`src/rtl/if_stage.sv`:
```
// rtl/if_stage.sv - instruction fetch stage: program counter, IF/ID register, ROM range fault, delivered count
module if_stage #(
    parameter int MEM_BYTES = 1024,
    parameter int CNT_W     = 16
) (
    input  logic             clk,
    input  logic             rst_n,
    input  logic             freeze,
    input  logic             branch_taken,
    input  logic [31:0]      branch_addr,
    input  logic             flush,
    input  logic [31:0]      imem_instr,
    output logic [31:0]      imem_addr,
    output logic [31:0]      if_pc_plus4,
    output logic [31:0]      if_instr,
    output logic             if_valid,
    output logic             fetch_fault,
    output logic [CNT_W-1:0] fetch_count
);

    localparam logic [31:0] ROM_LIMIT = 32'(MEM_BYTES);

    logic [31:0]      pc_q, pc_d;
    logic [31:0]      pc4_q, pc4_d;
    logic [31:0]      instr_q, instr_d;
    logic             valid_q, valid_d;
    logic             fault_q, fault_d;
    logic [CNT_W-1:0] cnt_q, cnt_d;
    logic [31:0]      pc_plus4;

    assign pc_plus4 = pc_q + 32'd4;

    always_comb begin
        pc_d    = pc_q;
        pc4_d   = pc4_q;
        instr_d = instr_q;
        valid_d = valid_q;
        fault_d = fault_q;
        cnt_d   = cnt_q;

        // A taken branch redirects even during a hazard stall.
        if (branch_taken) begin
            pc_d = {branch_addr[31:2], 2'b00};
        end else if (!freeze) begin
            pc_d = pc_plus4;
        end

        if (branch_taken || flush) begin
            pc4_d   = 32'd0;
            instr_d = 32'd0;
            valid_d = 1'b0;
        end else if (!freeze) begin
            if (pc_q >= ROM_LIMIT) begin
                pc4_d   = 32'd0;
                instr_d = 32'd0;
                valid_d = 1'b0;
                fault_d = 1'b1;
            end else begin
                pc4_d   = pc_plus4;
                instr_d = imem_instr;
                valid_d = 1'b1;
                if (cnt_q != {CNT_W{1'b1}}) begin
                    cnt_d = cnt_q + CNT_W'(1);
                end
            end
        end
    end

    always_ff @(posedge clk or negedge rst_n) begin
        if (!rst_n) begin
            pc_q    <= 32'd0;
            pc4_q   <= 32'd0;
            instr_q <= 32'd0;
            valid_q <= 1'b0;
            fault_q <= 1'b0;
            cnt_q   <= '0;
        end else begin
            pc_q    <= pc_d;
            pc4_q   <= pc4_d;
            instr_q <= instr_d;
            valid_q <= valid_d;
            fault_q <= fault_d;
            cnt_q   <= cnt_d;
        end
    end

    assign imem_addr   = pc_q;
    assign if_pc_plus4 = pc4_q;
    assign if_instr    = instr_q;
    assign if_valid    = valid_q;
    assign fetch_fault = fault_q;
    assign fetch_count = cnt_q;

endmodule

```
`config.mk`:
```
export PLATFORM = sky130hd
export DESIGN_NAME = if_stage
export DESIGN_NICKNAME = d
export VERILOG_FILES = /design/src/rtl/if_stage.sv
export SDC_FILE = /design/constraint.sdc
export NUM_CORES = 1
export LEC_CHECK = 0
export ABC_AREA = 1
export BUFFER_PORTS_ARGS = -buffer_cell sky130_fd_sc_hd__buf_4
export CAP_MARGIN = 25
export CORE_ASPECT_RATIO = 1.75
export CORE_MARGIN = 10
export CORE_UTILIZATION = 43
export CTS_BUF_LIST = sky130_fd_sc_hd__clkbuf_4
export DETAILED_ROUTE_END_ITERATION = 7
export PLACE_DENSITY = 0.69
export SYNTH_ARGS = -nofsm -noshare
export SYNTH_HDL_FRONTEND = slang
export SYNTH_SLANG_ARGS = --single-unit
```
`constraint.sdc`:
```
create_clock -name clk -period 3.3 [get_ports clk]
set_clock_uncertainty 0.2 [all_clocks]
set_input_delay 0.495 -clock clk [delete_from_list [all_inputs] [get_ports clk]]
set_output_delay 0.495 -clock clk [all_outputs]
set_load 0.02 [all_outputs]
```
# After elaboration in Yosys (flattened, before gate mapping)
# Cells that the tools add are included.
[word_totals] ff_bits=114 inputBits=69 out_inout_bits=114 elab_cells=29
[op_classes] addsub=2 order_cmp=1 n_eq_ne=3 mux=11 bitwise_logic=3 reduce_logical=3
[ops] op="two-way mux 32 bit" n=8
[ops] op="adder 32 x 3 -> 32 bit, second input constant" n=1
[ops] op=">= comparator 32 x 11 -> 1 bit, second input constant" n=1
[ops] op="adder 16 x 1 -> 16 bit, second input constant" n=1
[ops] op="!= test 16 bit, second input constant" n=1
[ops] op="!= test 2 x 1 -> 1 bit, second input constant" n=2
[ops] op="AND reduction 4 bit" n=1
[ops] op="two-way mux 1 bit" n=3
[ops] op="inverter 1 bit" n=3
[ops] op="AND reduction 3 bit" n=1
[ops] op="logical OR 1 bit" n=1

# Longest topological paths before layout
# Gate-level depths: netlist (run 1).
[logic_depth] depth_word=4 ltp_mapped=10 depth_no_buf=10

# Least setup slack after synthesis (run 1)
# No wires, ideal clock.
[synth_path] path_type="reg2reg" startpoint="register cnt_q[0] (netlist: fetch_count[0])" endpoint="register cnt_q[6] (netlist: fetch_count[6])" t_arrival_ns=1.531 setup_slack_ns=1.451 stages_incl_launch_ff=10 n_path_buf=1 path_cell_list="dfrtp_1 -> ha_1 -> nand3_2 -> inv_2 -> nand2_1 -> nor2_1 -> nor2_2 -> buf_6 -> nand3_1 -> nand2_1"
[synth_via] elab_chain_cells=2 word_cells_on_any_way=3 classes_between="add/sub: 1; eq/ne: 1; reduce/logical: 1"
[synth_lines] element="start, declared" line="28" source="logic [CNT_W-1:0] cnt_q, cnt_d;"
[synth_lines] element="start signal, assigned" line="83" source="cnt_q <= cnt_d;"
[synth_lines] element="parallel branches: the longest is 2 deep, another holds adder 16 x 1 -> 16 bit"
# Parallel ways; which one is timed is not known.
# A chain may end at the register's enable or synchronous reset.

# Final worst setup path (run 1)
[layout_path] startpoint="register pc_q[27] (netlist: imem_addr[27])" endpoint="register instr_q[1] (netlist: if_instr[1])"
[layout_via] elab_chain_cells=4
[layout_lines] element="start, declared" line="23" source="logic [31:0] pc_q, pc_d;"
[layout_lines] element="start signal, assigned" line="78" source="pc_q <= pc_d;"
[layout_lines] element=">= comparator 32 x 11 -> 1 bit" line="53" source="if (pc_q >= ROM_LIMIT) begin"
[layout_lines] element="two-way mux 32 bit" line="53"
[layout_lines] element="two-way mux 32 bit" line="52" source="end else if (!freeze) begin"
[layout_lines] element="two-way mux 32 bit" line="48" source="if (branch_taken || flush) begin"
[layout_lines] element="end signal, assigned" line="80" source="instr_q <= instr_d;"
[layout_lines] element="end, declared" line="25" source="logic [31:0] instr_q, instr_d;"
# No other way between the ends. The select of a mux whose other input is x is not followed.

==> results of run 1 <==
## worst register-to-register path, stage by stage (launching register included)
cell and delay (ns):
sky130_fd_sc_hd__dfrtp_1 0.52, sky130_fd_sc_hd__nor2_1 0.15, sky130_fd_sc_hd__nand2_1 0.06, sky130_fd_sc_hd__nor2_1 0.16
sky130_fd_sc_hd__nand2_1 0.12, sky130_fd_sc_hd__nor2_4 0.39, sky130_fd_sc_hd__buf_4 0.34, sky130_fd_sc_hd__nand3_1 0.14
sky130_fd_sc_hd__nand2_1 0.10
## area by class of cell
cell class | instances | area, sq um | area share (%)
tap | 174 | 217.7 | 2.845
clock inverter | 5 | 51.30 | 0.6705
inverter | 82 | 307.8 | 4.023
timing repair buffer | 209 | 1644 | 21.49
antenna | 2 | 5.005 | 0.06541
multi-input combinational | 572 | 2565 | 33.52
clock buffer | 11 | 82.58 | 1.079
sequential | 111 | 2778 | 36.30
## cells by family (layout without fill, tap and decap cells)
logic type	after synthesis	in the layout	share of synthesized area (%)
compound gates	47	47	5.062
xor+xnor	12	12	1.817
fa+ha+maj	3	3	0.6490
buf+inv	108	307	7.787
flops	111	111	48.02
other cells	1	4	0.06483
simple gates	508	508	36.60
## per-stage QoR
stage / hold WS, ns / area (sq um) / total power (uW) / std cells / utilization [%]
global route: 0.001453 / 7651 / 2698 / 1166 / 57.47
global placement: 0.2414 / 7262 / 1901 / 1123 / 54.55
finish: 0.02696 / 7651 / 2569 / 1166 / 57.47
floorplan: -0.0005910 / 5788 / 1687 / 791 / -
CTS: 0.001060 / 7626 / 2597 / 1162 / 57.28
detailed placement: 0.2460 / 7262 / 1906 / 1123 / 54.55
## path summary, 6_finish.rpt
check,startpoint,end,slack (ns),cells after the start
max in group asynchronous,rst_n,if_instr[30],1.72,3
setup reg to reg,imem_addr[27],if_instr[1],1.10,8
setup / recovery,imem_addr[27],if_instr[1],1.10,8
min in group asynchronous,rst_n,if_instr[26],0.40,2
hold / removal,imem_instr[29],if_instr[29],0.03,3
hold reg to reg,fetch_fault,fetch_fault,0.28,1
## metal layers
layer	track usage (%)	vias up
met5	0	-
met4	11.74	0
met3	4.952	48
met2	34.73	177
met1	19.95	2616
li1	-	2851
## synth_stat cells, drive strengths merged
master / n
o21bai: 8
o21ai: 27
conb: 1
or2: 1
xor2: 6
nand4: 8
ha: 3
buf: 19
clkbuf: 7
a22o: 3
o211ai: 5
a21o: 1
xnor2: 6
nand3: 88
nor2: 101
o221ai: 3
nand2: 309
nor3: 1
inv: 82
dfrtp: 111
## sequential cells by signal (all words and copies together), names as in the netlist
signal       count
imem_addr       30
fetch_fault      1
if_pc_plus4     31
if_valid         1
fetch_count     16
if_instr        32
## power breakdown
part	leakage [uW]	internal [uW]	switching [uW]
sequential	0.00149	1400	73.7
clock	0.0000752	189	479
combinational	0.00238	184	245
==> results.sh, run 1 <==
export IMPL_clk_root_buffer_cell="sky130_fd_sc_hd__clkbuf_4"
export IMPL_clk_pin_slew_worst_paths_ns=0.19
export IMPL_layout_drive_gt1_share_pct=22.42
export IMPL_number_of_warning_messages_in_the_yosys_log=0
export IMPL_fp_row_count=56
export IMPL_die_area_sq_mm=0.01867
export IMPL_drcViolationCount=0
export IMPL_post_synth_top_area_cell="sky130_fd_sc_hd__dfrtp_1"
export IMPL_powerDensity_mw_per_mm2=335.8
export IMPL_port_buffer_count=178
export IMPL_timing_critical_path_max_delay_family="simple AND/OR/NAND/NOR gates"
export IMPL_core_sq_mm=0.01331
export IMPL_place_ws_ns=1.008
export IMPL_cts_num_sinks=111
export IMPL_cpMaxStageDelayCell="sky130_fd_sc_hd__dfrtp_1"
export IMPL_final_hold_violation_count=0
export IMPL_cts_max_path_buffers=2
export IMPL_drt_first_iter_violations=165
export IMPL_timing_critical_path_slowest_cell_delay_ns=0.52
export IMPL_start_kind="register"
export IMPL_static_leakage_power_uw=0.003951
export IMPL_yosys_register_bits=111
export IMPL_grt_pass1_wl_um=29330
export IMPL_weighted_congestion_at_the_end_of_routability_driven_global_placement=0.9191
export IMPL_first_pass_iters=6
export IMPL_cp_data_required_time_ns=3.54
export IMPL_worst_setup_path_end_kind="register"
export IMPL_critical_path_peak_fanout=19
export IMPL_post_route_setup_tns_ns=0
export IMPL_floorplan_initialDensity_pct=43.45
export IMPL_post_route_worst_setup_slack_ns=1.099
export IMPL_netlist_area_sq_mm=0.005784
export IMPL_mostFrequentLayoutCells="sky130_fd_sc_hd__nand2_1, sky130_fd_sc_hd__buf_4, sky130_fd_sc_hd__dfrtp_1"
export IMPL_hold_path_class="input pin to register"
export IMPL_clock_insertion_delay_worst_skew_ns=0.48
export IMPL_area_growth_pct=32.27
export IMPL_layout_nets=1057
export IMPL_chipWidth_um=107.7
export IMPL_run_status="completed"
export IMPL_finalCriticalPeriod_ns=2.201
export IMPL_final_max_slew_viol_count=0
export IMPL_maxCapViolCount=0
export IMPL_post_synth_inst_count=790
export IMPL_route_met2_wl_um=9643
export IMPL_postCtsSetupBuffers=0
export IMPL_synth_cell_type_count=31
export IMPL_setup_violations=0
export IMPL_vias=5692
export IMPL_grt_usage_pct=19.66
export IMPL_grt_overflow_total=0
export IMPL_routed_wl_met3_um=1130
export IMPL_number_of_global_route_vias_before_repair=5777
export IMPL_die_y_um=173.4
export IMPL_cp_buffers_inverters=1
export IMPL_drt_total_wl_um=18240
export IMPL_post_drt_wl_per_cell_um=15.64
export IMPL_cts_hold_fix_buffers=23
export IMPL_seq_area_frac_synth_pct=48.02
export IMPL_worst_pin_slew_ns=0.8429
export IMPL_detail_route_antenna_nets=0
export IMPL_cts_tree="done"
export IMPL_grt_start_max_net_pins=67
export IMPL_post_dp_hpwl_um=14000
export IMPL_rsz0062_at_grt="false"
export IMPL_grt_antenna_before_repair=2
export IMPL_post_synth_cell_area_avg_sq_um=7.322
export IMPL_critical_path_most_common_cell="sky130_fd_sc_hd__nand2_1"
export IMPL_slew_headroom_pct=43.81
export IMPL_critical_path_class="register to register"
export IMPL_clock_fmax_mhz=454.3
export IMPL_layout_cells_most_common="sky130_fd_sc_hd__nand2_1"
export IMPL_netlist_top_cells_area="sky130_fd_sc_hd__dfrtp_1, sky130_fd_sc_hd__nand2_1, sky130_fd_sc_hd__nand3_1, sky130_fd_sc_hd__nor2_1, sky130_fd_sc_hd__inv_1"
export IMPL_fill_cells=1325
export IMPL_highest_ir_drop_seen_on_vdd_mv=0.2105
export IMPL_min_period_over_period_pct=66.70
export IMPL_postCtsResizedCells=0
export IMPL_critical_path_arrival_ns=2.44
export IMPL_num_io_pins=183
export IMPL_cts_htree_levels=3
export IMPL_dr_max_layer_used="met4"
export IMPL_via_per_instance_ratio=4.882
export IMPL_crit_chain="nor2_1 > nand2_1 > nor2_1 > nand2_1 > nor2_4 > buf_4 > nand3_1 > nand2_1"
export IMPL_synth_largest_type_area_fraction_pct=48.02
export IMPL_number_of_buffers_inserted_during_clock_tree_synthesis=9
export IMPL_drt_met1_wl_um=6557
No activity file was read; power rests on OpenSTA's default activity.
==> run 2: changes to the inputs <==
clock period = 2.14 ns   (was 3.3 ns; I/O delays follow)
==> run 2 against run 1 <==
  * Die area is the same
  * Global-route usage grew 1.4 points
  * Final area grew 8.1%
  * Via count grew 4.8%
  * Total power grew 56%
  * Final cell count grew 5.3%
  * Critical path depth grew 1
  * Count of clock-buffer cells in the layout shrank 2
  * Clock power grew 43%
  * Utilization grew 4.7 points
  * Flip-flop and latch count is the same
==> results.sh, run 2 (synthesis results as in run 1) <==
export IMPL_run_status="completed"
export IMPL_vias=5964
export IMPL_worst_setup_path_end_kind="register"
export IMPL_cp_data_required_time_ns=2.35
export IMPL_place_ws_ns=0.1246
export IMPL_critical_path_peak_fanout=7
export IMPL_post_route_worst_setup_slack_ns=0.1840
export IMPL_layout_cells_most_common="sky130_fd_sc_hd__nand2_1"
export IMPL_first_pass_iters=5
export IMPL_cts_max_path_buffers=2
export IMPL_part_of_the_total_power_dissipated_in_the_clock_network_pct=23.9
export IMPL_timing_hold_worst_path_depth=4
export IMPL_hold_slack_ns=0.01801
export IMPL_clock_insertion_delay_worst_skew_ns=0.49
export IMPL_post_drt_wl_per_cell_um=15.94
export IMPL_die_area_sq_mm=0.01867
export IMPL_power_sequential_fraction_pct=56.4
export IMPL_layout_drive_gt1_share_pct=22.89
export IMPL_grt_antenna_before_repair=1
export IMPL_cts_tree="done"
export IMPL_weighted_congestion_at_the_end_of_routability_driven_global_placement=0.9474
export IMPL_maxCapViolCount=0
export IMPL_final_max_slew_viol_count=0
export IMPL_power_switching_uw=1243
export IMPL_finalCriticalPeriod_ns=1.956
export IMPL_mostFrequentLayoutCells="sky130_fd_sc_hd__nand2_1, sky130_fd_sc_hd__buf_4, sky130_fd_sc_hd__dfrtp_1"
export IMPL_hold_path_class="input pin to register"
export IMPL_clock_fmax_mhz=511.2
export IMPL_die_y_um=173.4
export IMPL_drt_total_wl_um=19570
export IMPL_layout_nets=1122
export IMPL_critical_path_class="register to register"
export IMPL_start_kind="register"
export IMPL_start_point_of_the_worst_min_delay_path="freeze"
export IMPL_chipWidth_um=107.7
export IMPL_cts_htree_levels=3
export IMPL_number_of_buffers_inserted_during_clock_tree_synthesis=9
export IMPL_detail_route_antenna_nets=0
export IMPL_min_period_over_period_pct=91.40
export IMPL_regToRegSetupSlack_ns=0.18
export IMPL_grt_pass1_wl_um=31550
export IMPL_largest_reg_flops=32
export IMPL_highest_ir_drop_seen_on_vdd_mv=0.2545
export IMPL_clk_pin_slew_worst_paths_ns=0.18
export IMPL_worst_pin_slew_ns=0.5034
export IMPL_drt_first_iter_violations=234
export IMPL_rsz0062_at_grt="false"
export IMPL_final_hold_violation_count=0
export IMPL_grt_start_max_net_pins=35
export IMPL_num_io_pins=183
export IMPL_drcViolationCount=0
export IMPL_static_leakage_power_uw=0.004226
export IMPL_number_of_global_route_vias_before_repair=6155
export IMPL_slew_headroom_pct=66.44
export IMPL_fp_row_count=56
export IMPL_cts_num_sinks=111
export IMPL_worstHoldEndpoint="fetch_count[9]"
export IMPL_start_point_of_the_critical_path="imem_addr[13]"
export IMPL_critical_path_arrival_ns=2.17
export IMPL_area_growth_pct=43.02
export IMPL_clk_root_buffer_cell="sky130_fd_sc_hd__clkbuf_4"
export IMPL_powerDensity_mw_per_mm2=484.0
export IMPL_fill_cells=1202
export IMPL_port_buffer_count=178
export IMPL_worst_r2r_endpoint="imem_addr[28]"
export IMPL_via_per_instance_ratio=4.857
export IMPL_combinationalPowerShare_pct=19.7
export IMPL_post_route_setup_tns_ns=0
export IMPL_power_report_internal_total_uw=2762
export IMPL_worst_r2r_cell_count=9
export IMPL_p_sw_share_pct=31.03
export IMPL_core_sq_mm=0.01331
export IMPL_worst_r2r_startpoint="imem_addr[13]"
export IMPL_grt_usage_pct=21.05
export IMPL_setup_violations=0
export IMPL_grt_overflow_total=0
export IMPL_post_dp_hpwl_um=14710
export IMPL_floorplan_initialDensity_pct=43.45
run 2: final cells by class:
type,count,area [sq um],area share [%]
sequential,111,2778,33.58
tap,174,217.7,2.632
clock inverter,5,45.04,0.5445
inverter,82,307.8,3.721
antenna,1,2.502,0.03025
clock buffer,9,67.56,0.8167
multi-input combinational,572,2572,31.10
timing repair buffer,274,2282,27.59
run 2: repair_timing:
| action | CTS | global route |
|---|---|---|
| setup buffers | 0 | 1 |
| endpoints found under the hold margin | 147 | 0 |
| gates resized for setup | 0 | 2 |
| endpoints found under the setup margin | 0 | 17 |
| hold buffers | 70 | 0 |
run 2: worst max-delay path: stages, from the launching register on:
cell	delay [ns]
sky130_fd_sc_hd__dfrtp_1	0.53
sky130_fd_sc_hd__nand2_1	0.16
sky130_fd_sc_hd__nor2_1	0.25
sky130_fd_sc_hd__nand2_1	0.14
sky130_fd_sc_hd__nor2_1	0.29
sky130_fd_sc_hd__nand2_1	0.09
sky130_fd_sc_hd__nand2_1	0.07
sky130_fd_sc_hd__nand2_1	0.04
sky130_fd_sc_hd__nand2_1	0.05
sky130_fd_sc_hd__nand2_1	0.05
run 2: worst max path at each step:
stage,to,slack (ns),depth (start not counted)
after floorplan,fetch_count[6],0.29,9
after global placement,fetch_count[11],0.16,8
after detailed placement,fetch_count[6],0.12,8
after CTS,fetch_count[6],0.07,8
after global routing,imem_addr[26],0.02,9
final,imem_addr[28],0.18,9
run 2: power by group through the flow:
| stage | Sequential [uW] | Combinational [uW] | Clock [uW] |
|---|---|---|---|
| 5_1_grt | 2270 | 868 | 1060 |
| 3_5_place_dp | 2290 | 684 | 0 |
| 3_3_place_gp | 2290 | 675 | 0 |
| 2_1_floorplan | 2340 | 257 | 0 |
| 6_report | 2260 | 789 | 957 |
| 4_1_cts | 2260 | 790 | 987 |
run 2: metal layers:
layer | share of wire (%) | GRT usage, % | wire length [um] | vias up
li1 | - | - | - | 2973
met1 | 35 | 21.04 | 6930 | 2733
met2 | 54 | 38.41 | 10570 | 193
met3 | 5.7 | 4.691 | 1113 | 65
met4 | 4.9 | 11.58 | 961 | 0
met5 | 0 | 0 | 0 | -
run 2: per-stage QoR:
stage,utilization (%),cells,cell area (sq um),power [uW]
detailed placement,55.81,1142,7430,2978
floorplan,-,791,5788,2601
global placement,55.81,1142,7430,2970
finish,62.14,1228,8273,4004
CTS,61.92,1226,8243,4034
global route,62.14,1228,8273,4192
